[config.mk]
export PLATFORM = sky130hd
export DESIGN_NAME = matrix_multiplier_2x2_flat
export DESIGN_NICKNAME = d
export VERILOG_FILES = /design/src/rtl/matrix_multiplier_2x2_if.sv /design/src/rtl/matrix_multiplier_2x2.sv /design/src/flat_wrapper.sv
export SDC_FILE = /design/constraint.sdc
export NUM_CORES = 1
export LEC_CHECK = 0
export BUFFER_PORTS_ARGS = -buffer_cell sky130_fd_sc_hd__buf_2
export CAP_MARGIN = 20
export CELL_PAD_IN_SITES_DETAIL_PLACEMENT = 1
export CELL_PAD_IN_SITES_GLOBAL_PLACEMENT = 2
export CORE_MARGIN = 4
export CORE_UTILIZATION = 40
export CTS_CLUSTER_SIZE = 12
export DETAILED_ROUTE_END_ITERATION = 16
export GPL_ROUTABILITY_DRIVEN = 0
export HOLD_SLACK_MARGIN = 0.05
export PLACE_DENSITY_LB_ADDON = 0.1
export SYNTH_ARGS = -nofsm -noshare
export SYNTH_HDL_FRONTEND = slang
export SYNTH_SLANG_ARGS = --single-unit
[constraint.sdc]
create_clock -name clk -period 12.2 [get_ports clk]
set_input_delay 1.22 -clock clk [delete_from_list [all_inputs] [get_ports clk]]
set_output_delay 1.22 -clock clk [all_outputs]
set_load 0.01 [all_outputs]
[src/rtl/matrix_multiplier_2x2_if.sv]
// Handshake and operand/result bundle for the 2x2 matrix multiplier.
//   startMul : request to start a multiply (master -> slave)
//   A, B     : signed 2x2 operand matrices (master -> slave)
//   Res      : signed 2x2 product matrix (slave -> master)
//   busy     : multiply in progress (slave -> master)
//   endMul   : one-cycle completion pulse, Res valid (slave -> master)
interface matrix_multiplier_2x2_if #(
  parameter int WIDTH = 16
);
  logic                    startMul;
  logic signed [WIDTH-1:0] A   [0:1][0:1];
  logic signed [WIDTH-1:0] B   [0:1][0:1];
  logic signed [WIDTH-1:0] Res [0:1][0:1];
  logic                    busy;
  logic                    endMul;

  modport master (output startMul, A, B, input Res, busy, endMul);
  modport slave  (input startMul, A, B, output Res, busy, endMul);
endinterface

[src/rtl/matrix_multiplier_2x2.sv]
// Sequential signed fixed-point 2x2 matrix multiplier, Res = A*B, using one
// time-multiplexed multiplier and one accumulator (8 MAC cycles per multiply).
// Ports:
//   clk : clock, all logic on posedge
//   rst : synchronous active-high reset
//   mm  : slave side of matrix_multiplier_2x2_if (startMul, A, B in;
//         Res, busy, endMul out, all outputs registered)
module matrix_multiplier_2x2 #(
  parameter int WIDTH    = 16,
  parameter int fracBits = 8
) (
  input logic                   clk,
  input logic                   rst,
  matrix_multiplier_2x2_if.slave mm
);

  typedef enum logic [1:0] {IDLE, MAC, DONE} state_t;

  state_t                    state_q;
  logic [2:0]                cnt_q;
  logic signed [2*WIDTH:0]   acc_q;
  logic signed [WIDTH-1:0]   Ar_q  [0:1][0:1];
  logic signed [WIDTH-1:0]   Br_q  [0:1][0:1];
  logic signed [WIDTH-1:0]   res_q [0:1][0:1];
  logic                      busy_q;
  logic                      end_q;

  logic                      idx_i, idx_j, idx_k;
  logic signed [WIDTH-1:0]   op_a, op_b;
  logic signed [2*WIDTH-1:0] op_a_ext, op_b_ext, prod;
  logic signed [2*WIDTH:0]   sum_d, shifted, sat_hi, sat_lo;
  logic signed [WIDTH-1:0]   sat_d;

  // Datapath: one product per cycle, indices decoded from cnt.
  always_comb begin
    idx_i    = cnt_q[2];
    idx_j    = cnt_q[1];
    idx_k    = cnt_q[0];
    op_a     = Ar_q[idx_i][idx_k];
    op_b     = Br_q[idx_k][idx_j];
    // Operands widened so the 2*WIDTH-bit product is exact.
    op_a_ext = {{WIDTH{op_a[WIDTH-1]}}, op_a};
    op_b_ext = {{WIDTH{op_b[WIDTH-1]}}, op_b};
    prod     = op_a_ext * op_b_ext;
    sum_d    = acc_q + {prod[2*WIDTH-1], prod};
    shifted  = sum_d >>> fracBits;
    sat_hi   = {{(WIDTH+2){1'b0}}, {(WIDTH-1){1'b1}}};
    sat_lo   = {{(WIDTH+2){1'b1}}, {(WIDTH-1){1'b0}}};
    if (shifted > sat_hi)
      sat_d = {1'b0, {(WIDTH-1){1'b1}}};
    else if (shifted < sat_lo)
      sat_d = {1'b1, {(WIDTH-1){1'b0}}};
    else
      sat_d = shifted[WIDTH-1:0];
  end

  always_ff @(posedge clk) begin
    if (rst) begin
      state_q <= IDLE;
      cnt_q   <= '0;
      acc_q   <= '0;
      busy_q  <= 1'b0;
      end_q   <= 1'b0;
      for (int unsigned r = 0; r < 2; r++)
        for (int unsigned c = 0; c < 2; c++)
          res_q[r][c] <= '0;
    end else begin
      case (state_q)
        IDLE: begin
          end_q <= 1'b0;
          if (mm.startMul) begin
            Ar_q    <= mm.A;
            Br_q    <= mm.B;
            cnt_q   <= '0;
            acc_q   <= '0;
            busy_q  <= 1'b1;
            state_q <= MAC;
          end
        end
        MAC: begin
          if (!idx_k)
            acc_q <= {prod[2*WIDTH-1], prod};
          else
            res_q[idx_i][idx_j] <= sat_d;
          cnt_q <= cnt_q + 3'd1;
          if (cnt_q == 3'd7) begin
            end_q   <= 1'b1;
            state_q <= DONE;
          end
        end
        DONE: begin
          end_q   <= 1'b0;
          busy_q  <= 1'b0;
          state_q <= IDLE;
        end
        default: state_q <= IDLE;
      endcase
    end
  end

  assign mm.Res    = res_q;
  assign mm.busy   = busy_q;
  assign mm.endMul = end_q;

endmodule

[src/flat_wrapper.sv]
// flat-port wrapper written by rule: the top's interface ports become plain ports
module matrix_multiplier_2x2_flat 
#(
  parameter int WIDTH    = 16,
  parameter int fracBits = 8
)
  (clk, rst, mm_startMul, mm_A, mm_B, mm_Res, mm_busy, mm_endMul);
  matrix_multiplier_2x2_if #(.WIDTH(WIDTH)) mm_i ();
  input logic clk;
  input logic rst;
  input wire logic [$bits(mm_i.startMul)-1:0] mm_startMul;
  input wire logic [$bits(mm_i.A)-1:0] mm_A;
  input wire logic [$bits(mm_i.B)-1:0] mm_B;
  output wire logic [$bits(mm_i.Res)-1:0] mm_Res;
  output wire logic [$bits(mm_i.busy)-1:0] mm_busy;
  output wire logic [$bits(mm_i.endMul)-1:0] mm_endMul;
  assign mm_i.startMul = mm_startMul;
  assign mm_i.A = {>>{mm_A}};
  assign mm_i.B = {>>{mm_B}};
  assign mm_Res = {>>{mm_i.Res}};
  assign mm_busy = mm_i.busy;
  assign mm_endMul = mm_i.endMul;
  matrix_multiplier_2x2 #(.WIDTH(WIDTH), .fracBits(fracBits)) u_core (.clk(clk), .rst(rst), .mm(mm_i));
endmodule
==> out/metrics.yaml <==
detailed_routing:
  dr.first_iter.drc_count: 634
  routed_wl_mm: 57.4
  drc_errors: 0
  ant_nets: 0
  num_vias: 14670
  viasPerCell: 5.25
  wl_per_cell_um: 20.5
  drt_pass1_iterations: 5
clocking:
  cts_resized: 0
  max-clock-path-buffers: 3
  hold_buffers: 0
  cts_made_buffers: 26
  cts_tree: "done"
  clkTransAtPathRegs_ps: 60
  htree_num_levels: 1
  cts_root_buf: "clkbuf_16"
  cts_setup_buffers: 0
  clk-insertion-delay-late_ps: 550
  cts_sinks: 231
layout:
  diodes: 0
  area_delta_synth_final_pct: 12.4
  nets: 2616
  layout-drive-gt1-share: 0.148
synth:
  syn_area_um2: 20200
  ys_seq_elements: 231
  synth_largest_area_cell: "fa_1"
  synth_nets: 2449
  ys.flop_type: "edfxtp_1"
  synth_top_area_frac: 0.260
  async_reset_ff_frac: 0
  ys_seq_area_frac: 0.292
  synth_edf_count: 128
  ys_top_cells_by_area: "fa_1, edfxtp_1, dfxtp_1"
  ys_types: 76
  yosysWarnings: 0
  netlist_instances: 1940
  syn_area_per_cell_um2: 10.4
placement:
  dp_hpwl_mm: 47.0
  io_buffers: 196
timing:
  fin_crit_sh: 0.875
  rsz0062_at_grt: "no"
  finClkSkew_ps: 28.6
  drv_slew: 0
  slew_headroom: 0.285
  fmax_mhz: 93.6
  setup_tns_ps: 0
  hold_violations: 0
  period_needed_ps: 10680
  setup_viol: 0
  fin_hold_ws_ps: 462
  tightest_slew_ps: 1070
global_route:
  grt_pass1_wl_mm: 91.9
  grt.overflow.total: 0
  grt_pass1_vias: 16765
  antenna_found_initial: 0
  grtUsageTotal: 0.217
  grt_max_degree: 84
status:
  outcome: "completed"
floorplanning:
  fp-row-count: 82
  core_area_um2: 50100
  io_pins: 197
  dieArea_um2: 54100
  die_w_um: 233
  die_y_um: 233
  initial_core_util: 0.403
hold_path:
  hp-class: "reg -> reg"
setup_path:
  critical_path_class: "reg -> reg"
  start_kind: "register"
  critPathMaxStageDelay_ps: 610
  cp.required_ps: 12690
  cp_max_fo: 19
  crit_path_end_kind: "register"
  cp_common_cell: "fa_1"
  crit_arrival_ps: 11170
  slowest_stage: "dfxtp_1"
flow_run:
  drv_cap: 0
cells by family (layout without fill, tap and decap cells):
| family | after synthesis | count (layout) | share of synthesized area |
|---|---|---|---|
| xor gates and xnor gates | 53 | 53 | 0.0234 |
| muxes | 56 | 56 | 0.0386 |
| DFF | 231 | 231 | 0.292 |
| adders and majority gates | 378 | 378 | 0.332 |
| AOI/OAI and AO/OA | 324 | 324 | 0.121 |
| buffers and inverters | 388 | 570 | 0.0753 |
| and+or+nand+nor | 510 | 510 | 0.117 |
per-stage QoR:
step / util / setup slack [ps] / area, um2 / instances
final: 0.453 / 1520 / 22700 / 2794
after global routing: 0.453 / 777 / 22700 / 2794
after CTS: 0.453 / 1430 / 22700 / 2794
after detailed placement: 0.436 / 1500 / 21800 / 2751
after global placement: 0.436 / 1370 / 21800 / 2750
after floorplan: - / 929 / 20200 / 1940
state kept, by name (all words and copies together), names as in the netlist:
signal and count:
u_core.acc_q 32, u_core.mm.busy 1, u_core.cnt_q 3, u_core.mm.Res 64, u_core.Ar_q 64, u_core.Br_q 64
u_core.mm.endMul 1, u_core.state_q 2
placed cells by master (no fill, tap or decap), types with 4 or more instances in the layout:
cell and instances:
nand2b_1 15, mux2i_1 22, o21ai_1 12, a2bb2oi_1 9, nand4_1 4, mux2_2 19, nor3_1 12, or3_1 5
fa_1 262, a31oi_1 5, o21a_1 24, a211oi_1 15, nor4b_1 4, and2_1 58, buf_4 24, a221o_1 52
nand3_1 22, or2_2 6, xor2_1 13, nor2b_1 15, nand2_1 177, o31ai_1 7, nor2_1 163, dfxtp_1 101
ha_1 116, xnor2_1 39, mux4_2 13, a22oi_1 25, a21o_1 39, o31a_1 5, a21oi_1 52, o21ai_0 32
clkbuf_16 27, inv_1 306, clkbuf_8 4, edfxtp_1 128, o21bai_1 13, nor3b_1 5, buf_2 197, and3_1 13
worst max-delay path, delay by kind of cell (launching register included):
family                   cells  cell delay (ps)
AO/OA/AOI/OAI               10             2890
adder cells (fa/ha/maj)      8             3940
buffers and inverters        6              880
flip-flops                   1              610
multiplexers                 1              370
AND/OR/NAND/NOR              8             1860
cell usage after synthesis (all sizes together) (39+ instances only):
cell type  count
o21ai         44
dfxtp        103
a21oi         52
a221o         52
fa           262
nor2         163
a21o          39
and2          58
xnor2         40
ha           116
clkbuf        66
nand2        177
inv          306
edfxtp       128
area by class of cell:
cell class,instances,area (um2)
Fill cell,5610,27400
Multi-Input combinational cell,1321,12800
Sequential cell,231,5910
Timing Repair Buffer,221,1170
Inverter,306,1150
Tap cell,672,841
Clock buffer,33,738
Clock inverter,10,115
routing by layer:
layer  vias to the layer above  wire length, um  track usage
met1                      7601            25800        0.293
met4                         0             1120       0.0435
li1                       6790                -            -
met3                        53             1710       0.0218
met5                         -                0            0
met2                       226            28700        0.382
final timing paths:
path / start / to / slack (ps) / cells after the start
worst max register to register: u_core.cnt_q[1] / u_core.mm.Res[13] / 1520 / 33
worst max-delay path: u_core.cnt_q[1] / u_core.mm.Res[13] / 1520 / 33
worst min register to register: u_core.acc_q[3] / u_core.acc_q[3] / 460 / 2
worst min-delay path: u_core.acc_q[3] / u_core.acc_q[3] / 460 / 2
Power is left out: the tool's default activity adds up to more than one toggle a clock period on the data nets, which glitch-free logic cannot reach.
